[config.mk]
export PLATFORM = sky130hd
export DESIGN_NAME = uart_rx
export DESIGN_NICKNAME = d
export VERILOG_FILES = /design/src/rtl/uart_pkg.sv /design/src/rtl/uart_sync2.sv /design/src/rtl/uart_rx.sv
export SDC_FILE = /design/constraint.sdc
export NUM_CORES = 1
export LEC_CHECK = 0
export ABC_AREA = 0
export CAP_MARGIN = 20
export CELL_PAD_IN_SITES_DETAIL_PLACEMENT = 0
export CELL_PAD_IN_SITES_GLOBAL_PLACEMENT = 1
export CORE_MARGIN = 2
export CORE_UTILIZATION = 44
export CTS_CLUSTER_SIZE = 8
export DETAILED_ROUTE_END_ITERATION = 16
export GPL_TIMING_DRIVEN = 0
export PLACE_DENSITY_LB_ADDON = 0.12
export SYNTH_ARGS = -nofsm -noshare
export SYNTH_HDL_FRONTEND = slang
export SYNTH_SLANG_ARGS = --single-unit
[constraint.sdc]
create_clock -name clock -period 2.1 [get_ports clock]
set_input_delay 0.525 -clock clock [delete_from_list [all_inputs] [get_ports clock]]
set_output_delay 0.525 -clock clock [all_outputs]
set_load 0.02 [all_outputs]
[src/rtl/uart_pkg.sv]
// Shared types and defaults for the UART blocks.
package uart_pkg;

  typedef enum logic [1:0] {
    IDLE,
    START,
    DATA,
    STOP
  } rx_state_t;

  localparam int UART_OVERSAMPLE = 16;
  localparam int UART_DATA_BITS  = 8;

endpackage

[src/rtl/uart_sync2.sv]
// Two-flop synchronizer for idle-high asynchronous inputs.
module uart_sync2 (
  input  logic clock,
  input  logic reset_n,
  input  logic d,
  output logic q
);

  logic meta;

  always_ff @(posedge clock or negedge reset_n) begin
    if (!reset_n) begin
      meta <= 1'b1;
      q    <= 1'b1;
    end else begin
      meta <= d;
      q    <= meta;
    end
  end

endmodule

[src/rtl/uart_rx.sv]
// UART receive engine: 8N1 deserializer with oversampled bit timing,
// one-cycle FIFO write strobe and sticky framing/overrun flags.
module uart_rx
  import uart_pkg::*;
#(
  parameter int DATA_BITS  = UART_DATA_BITS,
  parameter int OVERSAMPLE = UART_OVERSAMPLE
) (
  input  logic       clock,
  input  logic       reset_n,
  input  logic       baud_tick,
  input  logic       rx_serial,
  input  logic       rx_fifo_full,
  output logic       rx_fifo_wr_en,
  output logic [7:0] rx_fifo_data,
  output logic       frame_err,
  output logic       overrun_err,
  input  logic       err_clr,
  output logic       rx_busy
);

  localparam int TW = $clog2(OVERSAMPLE);
  localparam int BW = $clog2(DATA_BITS) + 1;

  localparam logic [TW-1:0] MID  = TW'(OVERSAMPLE / 2 - 1);
  localparam logic [TW-1:0] LAST = TW'(OVERSAMPLE - 1);
  localparam logic [BW-1:0] BIT_LAST = BW'(DATA_BITS - 1);

  rx_state_t            state;
  logic [TW-1:0]        tick_cnt;
  logic [BW-1:0]        bit_cnt;
  logic [DATA_BITS-1:0] shift;
  logic                 rxs;
  logic                 brk;
  logic                 at_end;
  logic                 stop_ok;
  logic                 set_fe;
  logic                 set_oe;

  uart_sync2 u_sync (
    .clock   (clock),
    .reset_n (reset_n),
    .d       (rx_serial),
    .q       (rxs)
  );

  assign at_end  = baud_tick && (tick_cnt == LAST);
  assign stop_ok = (state == STOP) && at_end && rxs;
  assign set_fe  = (state == STOP) && at_end && !rxs;
  assign set_oe  = stop_ok && rx_fifo_full;
  assign rx_busy = (state != IDLE);

  always_ff @(posedge clock or negedge reset_n) begin
    if (!reset_n) begin
      state    <= IDLE;
      tick_cnt <= '0;
      bit_cnt  <= '0;
      shift    <= '0;
      brk      <= 1'b0;
    end else begin
      unique case (state)
        IDLE: begin
          // after a break, the line must go high before a new start
          if (rxs) brk <= 1'b0;
          if (!rxs && !brk) begin
            state    <= START;
            tick_cnt <= '0;
          end
        end
        START: begin
          if (baud_tick) begin
            if (tick_cnt == MID) begin
              if (rxs) begin
                state <= IDLE;
              end else begin
                state    <= DATA;
                tick_cnt <= '0;
                bit_cnt  <= '0;
              end
            end else begin
              tick_cnt <= tick_cnt + 1'b1;
            end
          end
        end
        DATA: begin
          if (baud_tick) begin
            tick_cnt <= tick_cnt + 1'b1;
            if (tick_cnt == LAST) begin
              shift   <= {rxs, shift[DATA_BITS-1:1]};
              bit_cnt <= bit_cnt + 1'b1;
              if (bit_cnt == BIT_LAST) state <= STOP;
            end
          end
        end
        STOP: begin
          if (baud_tick) begin
            tick_cnt <= tick_cnt + 1'b1;
            if (tick_cnt == LAST) begin
              state <= IDLE;
              brk   <= !rxs;
            end
          end
        end
        default: state <= IDLE;
      endcase
    end
  end

  always_ff @(posedge clock or negedge reset_n) begin
    if (!reset_n) begin
      rx_fifo_wr_en <= 1'b0;
      rx_fifo_data  <= '0;
      frame_err     <= 1'b0;
      overrun_err   <= 1'b0;
    end else begin
      rx_fifo_wr_en <= stop_ok && !rx_fifo_full;
      if (stop_ok && !rx_fifo_full) rx_fifo_data <= 8'(shift);
      frame_err   <= set_fe | (frame_err & !err_clr);
      overrun_err <= set_oe | (overrun_err & !err_clr);
    end
  end

endmodule

Word-level counts from Yosys, hierarchy flattened
Index checks and enable logic that the tools add are counted.
Operators by class
  muxes and demuxes: 25
  equal/unequal tests: 18
  bitwise logic cells: 4
  reduce and logical (&&, ||, !) cells: 21
  add/subtract/negate cells: 2
Operator list (count)
  $mux W4: 9
  $mux W2: 9
  $ne A2 B2 Y1 const B: 9
  $pmux W4 S3: 1
  $add A4 B1 Y4 const B: 2
  $eq A4 B3 Y1 const B: 2
  $pmux W2 S4: 1
  $pmux W4 S2: 1
  $reduce_and A4 Y1: 2
  $reduce_and A8 Y1: 1
  $logic_and A1 B1 Y1: 7
  $reduce_and A6 Y1: 1
  $reduce_bool A2 Y1: 3
  $eq A2 B2 Y1 const B: 2
  $eq A4 B4 Y1 const B: 1
  $logic_not A1 Y1: 4
  $ne A2 B1 Y1 const B: 2
  $mux W1: 3
  $ne A3 B3 Y1 const B: 1
  $reduce_and A3 Y1: 1
  $and A1 B1 Y1: 2
  $eq A2 B1 Y1 const B: 1
  $logic_not A2 Y1: 1
  $or A1 B1 Y1: 2
  other kinds (2): 2
Storage, ports and cells
  bits in registers: 32
  bits of input ports: 6
  logic and storage cells: 81
  output and inout port bits: 12

Longest topological paths before layout
Gate-level depths: netlist of run 1.
  depth after elaboration: 6
  mapped depth: 5
  mapped depth without buffers: 4

Modules after synthesis
A second synthesis of run 1 with hierarchy kept.
Unflattened totals
  cell total of the unflattened synthesis: 115
  area total of the unflattened synthesis: 1487.7 um^2
Modules (own cells, without submodules)
  uart_rx: area each 1435.1 um^2, sequential area each 750.7 um^2, cells each 113, times used 1
  uart_sync2: area each 52.6 um^2, sequential area each 52.6 um^2, cells each 2, times used 1

Least setup slack after synthesis of run 1
OpenSTA, ideal clock, no wires.
  path type: register to register
  start point: reg tick_cnt[0]
  end point: reg rx_fifo_data[0]
  stages on the path, launching flop included: 6
  path slack: 0.352 ns
  data arrival time: 1.623 ns
  path buffers: 1
  required time: 1.975 ns
  path through: dfrtp_1 > ha_1 > clkbuf_2 > nand4_4 > nor4b_4 > mux2_2
On the way
  word-level cells in the longest chain between the ends: 5
Ends and longest elaborated chain
  start, declared: RTL line uart_rx.sv:30  | logic [TW-1:0] tick_cnt;
  start signal, assigned: RTL line uart_rx.sv:81  | tick_cnt <= tick_cnt + 1'b1;
  start signal, assigned: RTL line uart_rx.sv:87  | tick_cnt <= tick_cnt + 1'b1;
  start signal, assigned: RTL line uart_rx.sv:97  | tick_cnt <= tick_cnt + 1'b1;
  $eq A4 B4 Y1: RTL line uart_rx.sv:47  | assign at_end = baud_tick && (tick_cnt == LAST);
  $logic_and A1 B1 Y1: RTL line uart_rx.sv:47
  $logic_and A1 B1 Y1 (2 in a row): RTL line uart_rx.sv:48  | assign stop_ok = (state == STOP) && at_end && rxs;
  $logic_and A1 B1 Y1: RTL line uart_rx.sv:117  | if (stop_ok && !rx_fifo_full) rx_fifo_data <= 8'(shift);
  end signal, assigned: RTL line uart_rx.sv:117
  end, declared: RTL line uart_rx.sv:15  | output logic [7:0] rx_fifo_data,
No other way between the ends.
A chain may end at the register's enable or synchronous reset.

Worst setup path after layout of run 1
  start point: reg tick_cnt[0]
  end point: reg rx_fifo_data[3]
Same word-level chain as after synthesis.

==> impl_results.md, run 1 <==
* Rel. slew slack at between 50% and 60%
* DRT Pass-1 Iters at 4
* Critical Path Fanout Max at 9
* Vias post-DR at 1000
* Vias in the first global route at 1045
* Total GRT Usage at 16.5%
* Seq pwr share at 41.7%
* # fillers at 287
* Antenna cells at 0
* HP Class: in2async
* Post-Synthesis Cell Area at 1490 sq um
* Die W at 62.1 um
* Ys flop type: dfrtp_1
* DR WL/cell at between 10 and 15 um
* Top cells by area, synth: dfrtp_1 (50%), mux2_2 (14%), dfstp_2 (3.5%)
* Clock network power share at a little under a third
* Largest net degree at the start of global routing at 33
* Layout cells sized above 1 at between 30 and 40%
* Setup Skew at around 4 ps
* Worst IR Drop VDD at approximately 460 uV
* Reg2Reg Depth at 6
* TritonCTS clock tree: done
* M1 WL at 1260 um
* Post-route minimum period at 1900 ps
* CTS Buf Count at 5
* GPL Wtd Cong at 0.727
* Seq cells post-synth at 32
* Cell taking the most area after synthesis: dfrtp_1
* PwrDens at ~950 nW/um^2
* PortBufs at 16
* Synthesized net count at about 120
* Wire length on met2 at 1280 um
* Register area share after synthesis at 54.0%
* Post-synth EDFFs at 0
* # rows at 21
* Clk buf depth at 2
* Top cell type's share of synthesized area at 50.5%
* Clock Pin Slew Worst Setup and Hold Paths at 100 ps
* CP Data Arrival Time at 2130 ps
* Status: finished clean
* RSZ-0062 raised after global routing: no
* Clock latency on the worst-skew pair at 330 ps
* Worst Setup SP: tick_cnt[0]
* Layout area overhead at 22.9%
* Via-to-Cell Ratio at 5.32
* Top Ports at 18
* Worst hold slack at 226 ps
* LEAKAGE at 0.826 nW
* F_max at 526 MHz
* # DRC at 0
* Total grt overflow at 0
* CP Launch Type: flip-flop
* Top-count cell post-synth: dfrtp_1
* Synth unique cells at 44
* Syn Inst Count at approximately 120
* WS Path Type: reg2reg
* Comb power frac at 28.0%
* Internal at around 1.2 mW
* Area of the multi-input gates at 638 sq um
* Post-DRT Antenna Nets at 0
* Final setup vio count at 0
* YS warnings at 0
* Post-Route WL at 2680 um
* Final count of hold timing violations at 0
* Worst EP required at 2320 ps
* Synth Area per Inst at 12.9 sq um
* Fin util at 55.7%
* Pins Over Slew Limit at 0
* Fin crit share at between 90% and 100%
* Ys async rst share at 100%
* Reg2reg start: tick_cnt[0]
* Htree depth at 2
* NetSw at roughly 540 uW
* Die area at 3860 sq um
* Die H at 62.1 um
* Top cells by count, synth: dfrtp_1 (30), mux2_2 (18), o21ai_0 (6), nor2_1 (5)
* Area of placed instances at 1700 sq um
* Nets at between 100 and 150
* Global-route wire length before repair at between 4000 and 5000 um
* Routed wire length on met3 at 91 um
* Worst setup EP type: flip-flop
* Core area at 3280 sq um
* Starting Density at 45.3%
* Slew @ Worst Pin at 699 ps
* CTS Sinks at 32
* Root Buffer: clkbuf_4
* Final instance area at 1830 sq um
* Sw Share at around 31%
* Max cap viols at 0
* Storage cell area at 805 sq um
* DR iter-0 viols at 55
* Post-DP HPWL at 1830 um
* Initial antenna violation count at 0
* Top sig layer: met4
-- cells by family after synthesis --
group	after synthesis	share of synthesized area, %
XOR/XNOR	1	0.589
adder cells (fa/ha/maj)	2	1.68
flip-flops	32	54.0
multiplexers	20	15.0
AO/OA/AOI/OAI	24	12.3
AND/OR/NAND/NOR	26	13.0
buffers and inverters	10	3.53
-- per-stage QoR --
step / setup TNS, ps / cells / power (mW) / worst slack (ps)
6_report: 0 / 188 / 1.74 / 197
5_1_grt: 0 / 188 / 1.87 / 63.6
4_1_cts: 0 / 185 / 1.72 / 27.0
3_5_place_dp: -733 / 177 / 1.18 / -84.5
3_3_place_gp: -3970 / 177 / 1.17 / -120
2_1_floorplan: 0 / 115 / 1.07 / 352
-- metal layers --
metal / vias up / GRT usage [%]
met5: - / 0
met4: 0 / 6.94
met3: 5 / 5.25
met2: 14 / 25.0
met1: 498 / 21.9
li1: 483 / -
-- sequential cells by signal (all words and copies together) (netlist names), named ones only --
| signal | cells |
|---|---|
| rx_fifo_data | 8 |
| shift | 8 |
| bit_cnt | 4 |
| tick_cnt | 4 |
| brk | 1 |
| frame_err | 1 |
| overrun_err | 1 |
| rx_fifo_wr_en | 1 |
| state | 1 |
| u_sync.meta | 1 |
| u_sync.q | 1 |
-- power by group through the flow --
stage                     clock network [mW]  registers [mW]  logic (mW)
after global placement                     0           0.742       0.430
after detailed placement                   0           0.745       0.438
after CTS                              0.543           0.735       0.445
final                                  0.526           0.727       0.488
after floorplan                            0           0.732       0.337
after global routing                   0.581           0.740       0.548
-- worst paths after layout --
check	endpoint	slack, ps
setup / recovery	rx_fifo_data[3]	200
hold reg to reg	u_sync.q	360
min in group clock	u_sync.q	360
setup reg to reg	rx_fifo_data[3]	200
hold / removal	bit_cnt[2]	230
max in group asynchronous	async pin	1390
-- layout by cell type, fill, tap and decap left out, types with 2 or more instances in the layout --
cell type	count
a21oi_1	2
a22oi_1	2
buf_2	3
buf_4	4
clkbuf_2	2
clkbuf_4	7
clkbuf_8	2
clkdlybuf4s50_1	14
dfrtp_1	29
dfstp_2	2
ha_1	2
inv_1	3
mux2_2	18
mux2i_1	2
nand2_1	2
nand3_1	2
nand3b_1	2
nand4_1	3
nor2_1	5
nor3b_1	2
o21ai_0	6
o21bai_1	2
o2bb2ai_1	2
-- final cells by class --
| type | count | share of cell area (%) |
|---|---|---|
| Sequential cell | 32 | 44.0 |
| Timing Repair Buffer | 19 | 9.45 |
| Tap cell | 46 | 3.15 |
| Buffer | 7 | 2.67 |
| Clock inverter | 1 | 1.64 |
| Inverter | 3 | 0.616 |
| Multi-Input combinational cell | 73 | 34.9 |
| Clock buffer | 7 | 3.56 |
-- critical path, cell delays in order, from the launching register on --
cell	delay, ps
dfrtp_1	410
ha_1	160
clkbuf_2	190
nand4_4	170
nor4b_4	300
buf_4	220
mux2_2	340
-- what timing repair did --
| action | in CTS | in global routing |
|---|---|---|
| hold buffers | 0 | 0 |
| buffers inserted | 0 | 3 |
| endpoints found under the hold margin | 0 | 0 |
| setup endpoints to repair | 1 | 17 |
| pin swaps | 0 | 1 |
| gates resized for setup | 5 | 4 |
Power figures use the tool's default switching activity.
==> run 2: changes to the inputs <==
- ABC_CLOCK_PERIOD_IN_PS: default -> 2100
- CORE_MARGIN: 2 -> default
==> impl_results.md, run 2 (synthesis results as in run 1) <==
* Final instance area at 1790 sq um
* Final count of hold timing violations at 0
* Pwr Total at between 1.5 and 2 mW
* Antenna cells at 0
* Initial antenna violation count at 0
* Setup TNS at 0 ps
* Vias post-DR at just under 1k
* Post-DP HPWL at 1800 um
* Pins Over Slew Limit at 0
* Vias in the first global route at 940
* Die area at 3620 sq um
* Layout area overhead at 20.4%
* Largest net degree at the start of global routing at 33
* Nets at 147
* Non-filler cells, final at roughly 180
* Via-to-Cell Ratio at roughly 5.4
* Critical path's largest stage delay at 450 ps
* Area of placed instances at 1700 sq um
* RSZ-0062 raised after global routing: yes
* Total GRT Usage at 17.4%
* Slowest CP cell: dfrtp_2
* Slew @ Worst Pin at 703 ps
* Post-Route WL at approximately 2700 um
* CP Launch Type: flip-flop
* WS Path Type: reg2out
* Most common cell after layout, fill and taps aside: dfrtp_1
* Die W at ~60 um
* Clock Pin Slew Worst Setup and Hold Paths at about 100 ps
* Fin crit share at 96.6%
* Place WS at -72.9 ps
* PortBufs at 16
* Commonest non-fill, non-tap cells in the layout: dfrtp_1 (29), mux2_2 (18), clkdlybuf4s50_1 (14), clkbuf_4 (6), o21ai_0 (6)
* Htree depth at 2
* Final setup vio count at 0
* HP Class: in2async
* Post-route minimum period at between 2000 and 2500 ps
* Critical Path Fanout Max at 10
* Biggest regs: rx_fifo_data (8), shift (8)
* CTS Sinks at 32
* Max cap viols at 0
* Die H at ~60 um
* Post-DRT Antenna Nets at 0
* Worst hold slack at 233 ps
* Top Ports at 18
* Final setup margin at 70.7 ps
* CTS Buf Count at 5
* Root Buffer: clkbuf_4
* Core area at 3130 sq um
* Global-route wire length before repair at between 4000 and 5000 um
* Hold buffers post-CTS at 0
* Worst setup EP type: output port
* PwrDens at 892 nW/um^2
* TritonCTS clock tree: done
* CP cell instances: clkbuf_4, nor2_2, inv_1, dlygate4sd2_1
* DR iter-0 viols at 35
* Dpl cells at between 150 and 200
* Status: finished clean
* # rows at 20
* Clock latency on the worst-skew pair at 330 ps
* Fin util at 57.2%
* Worst EP required at 1570 ps
* Rel. slew slack at 53.1%
* Layout cells sized above 1 at between 30 and 40%
* Starting Density at a little under half
* Clk buf depth at 2
* Total grt overflow at 0
* DR WL/cell at 14.4 um
* LEAKAGE at 0.803 nW
* DRT Pass-1 Iters at 4
* Setup Skew at around 7.3 ps
* F_max at 493 MHz
* CP Data Arrival Time at around 1500 ps
* GPL Wtd Cong at 0.765
* Worst IR Drop VDD at 493 uV
* # DRC at 0
[run 2: path summary, 6_finish.rpt]
path	start	end	slack (ps)	cells after the start
max	flip-flop	rx_busy	70	4
min	reset_n	shift[0]	230	1
max reg2reg	tick_cnt[0]	shift[5]	220	5
min reg2reg	u_sync.meta	u_sync.q	360	0
max in group asynchronous	reset_n	async pin	1380	1
min in group clock	u_sync.meta	u_sync.q	360	0
[run 2: power breakdown]
part | internal [mW] | switching [mW] | total (mW)
sequential | 0.680 | 0.0721 | 0.752
clock | 0.197 | 0.208 | 0.405
combinational | 0.186 | 0.255 | 0.441
[run 2: routing by layer]
metal,vias to the layer above,global-route usage (%),wire length [um]
met5,-,0,0
met4,0,6.98,44
met3,6,6.49,109
met2,21,26.1,1230
met1,485,22.5,1270
li1,475,-,-
[run 2: critical path: cells and delay by family, from the launching register on]
kind / cells / cell delay (ps)
AND/OR/NAND/NOR: 1 / 120
buffers and inverters: 3 / 600
flip-flops: 1 / 450
[run 2: timing repair]
action,4_1_cts,5_1_grt
gates cloned,0,0
resized for setup,4,2
buffers inserted,0,2
pin swaps,0,0
setup endpoints to repair,1,14
[run 2: final cells by class]
class,count,area [sq um]
plain buffers,6,41.3
clock buffers,8,68.8
fillers,293,1340
inverters,3,11.3
multi-input cells,73,641
flip-flops and latches,32,805
well taps,44,55.1
repair buffers,18,169
==> run 3: changes to the inputs <==
- ABC_CLOCK_PERIOD_IN_PS: 2100 -> 2400
- CORE_UTILIZATION: 44 -> 47
- SETUP_SLACK_MARGIN: default -> 0.2
- clock period: 2.1 -> 2.4 ns (I/O delays scaled with it)
==> impl_results.md, run 3 (synthesis results as in run 1) <==
* Clk buf depth at 2
* Buf/Inv on CP at 3
* Reg2Reg Depth at 5
* Post-DRT Antenna Nets at 0
* CP Data Arrival Time at between 1000 and 1500 ps
* # rows at 20
* Place WS at around 140 ps
* # DRC at 0
* Total GRT Usage at 18.1%
* Layout cells sized above 1 at around 31%
* Clock Pin Slew Worst Setup and Hold Paths at 100 ps
* Non-filler cells, final at roughly 190
* Clock latency on the worst-skew pair at 330 ps
* Worst Setup SP: state[0]
* TritonCTS clock tree: done
* Worst setup EP type: output port
* Post-route minimum period at roughly 2100 ps
* Final setup margin at 313 ps
* Fin util at 59.9%
* Setup Skew at 4.43 ps
* Commonest non-fill, non-tap cells in the layout: dfrtp_1 (29), mux2_2 (18), clkdlybuf4s50_1 (14), clkbuf_4 (6), o21ai_0 (6)
* Max cap viols at 0
* Largest net degree at the start of global routing at 33
* Antenna cells at 0
* Fin crit share at 87.0%
* F_max at 479 MHz
* Capturing point of the worst reg2reg path: rx_fifo_data[2]
* LEAKAGE at 0.806 nW
* Status: finished clean
* Layout area overhead at 22.0%
* Total grt overflow at 0
* CP Launch Type: flip-flop
* PwrDens at 837 nW/um^2
* Slowest CP cell: dfrtp_1
* Storage cell area at 805 sq um
* Final setup vio count at 0
* Rel. slew slack at 53.7%
* Starting Density at 49.1%
* CTS Sinks at 32
* Biggest regs: rx_fifo_data (8), shift (8)
* RSZ-0062 raised after global routing: no
* Area of the multi-input gates at 632 sq um
* Setup TNS at 0 ps
* Die area at 3390 sq um
* DR WL/cell at ~14 um
* Worst EP required at 1800 ps
* Vias post-DR at 1005
* GPL Wtd Cong at roughly 0.7
* Via-to-Cell Ratio at 5.43
* Top Ports at 18
* Post-Route WL at 2610 um
* Critical Path Fanout Max at 10
* HP Class: in2async
* WS Path Type: reg2out
* Worst IR Drop VDD at 486 uV
* # fillers at 259
* Core area at ~3000 sq um
* Pins Over Slew Limit at 0
* Nets at 148
* PortBufs at 16
* Die H at around 58 um
* Final count of hold timing violations at 0
* DR iter-0 viols at 20
* DRT Pass-1 Iters at 4
* CP cell instances: buf_2, nor2_1, inv_1, clkdlybuf4s15_1
* Most common cell after layout, fill and taps aside: dfrtp_1
* R2R setup slack at roughly 410 ps
* Dpl cells at between 150 and 200
* Htree depth at 2
* Area of placed instances at 1700 sq um
* Vias in the first global route at 1016
* Initial antenna violation count at 0
* Die W at 58.3 um
* Slew @ Worst Pin at 694 ps
* Root Buffer: clkbuf_4
* Critical path's largest stage delay at 420 ps
* Global-route wire length before repair at 4510 um
* Final instance area at 1810 sq um
* Reg2reg start: tick_cnt[0]
* CTS Buf Count at 5
* Top Family by Delay on Critical Path: buffers and inverters
* Post-DP HPWL at 1800 um
[run 3: changes by cell type in the layout (fill, tap and decap cells not counted), sizes merged]
cell	previous run	this run
dlygate4sd2	1	0
clkdlybuf4s15	0	1
clkbuf	10	9
bufinv	0	1
buf	7	8
[run 3: how the worst max path moves through the flow]
stage	to	cells after the start
detailed placement	rx_busy	4
floorplan	rx_fifo_data[0]	4
CTS	rx_busy	4
global placement	shift[2]	1
global route	rx_busy	4
finish	rx_busy	4
[run 3: metal layers]
layer / part of all wire, % / track usage [%] / vias to the layer above
met2: 48 / 29.2 / 14
li1: - / - / 485
met5: 0 / 0 / -
met1: 46 / 21.8 / 500
met4: 2.0 / 8.50 / 0
met3: 3.9 / 6.25 / 6
[run 3: repair_timing]
item                                    4_1_cts  5_1_grt
hold buffers                                  0        0
resized for setup                             5        1
buffers inserted                              0        2
endpoints found under the setup margin        1        1
[run 3: report_power, final]
group | internal (mW) | switching (mW) | total (mW) | leakage, nW
Combinational | 0.174 | 0.249 | 0.424 | 0.329
Clock | 0.276 | 0.182 | 0.459 | 0.0515
Sequential | 0.595 | 0.0409 | 0.636 | 0.425
Total | 1.05 | 0.473 | 1.52 | 0.806
[run 3: layout make-up]
class,count,area share [%]
flip-flops and latches,32,44.3
multi-input cells,73,34.8
repair buffers,18,9.38
clock buffers,7,3.59
well taps,44,3.03
plain buffers,7,2.55
clock inverters,1,1.66
inverters,3,0.621
[run 3: worst register-to-register path, stage by stage, from the launching register on]
cell and delay, ps:
dfrtp_1 410, ha_1 160, clkbuf_2 200, nand4_4 160, nor4b_4 550, mux2_2 400
[run 3: per-stage QoR]
step | hold WS (ps) | power [mW]
floorplan | 304 | 0.935
global placement | 346 | 1.02
detailed placement | 351 | 1.04
CTS | 315 | 1.52
global route | 351 | 1.60
finish | 298 | 1.52
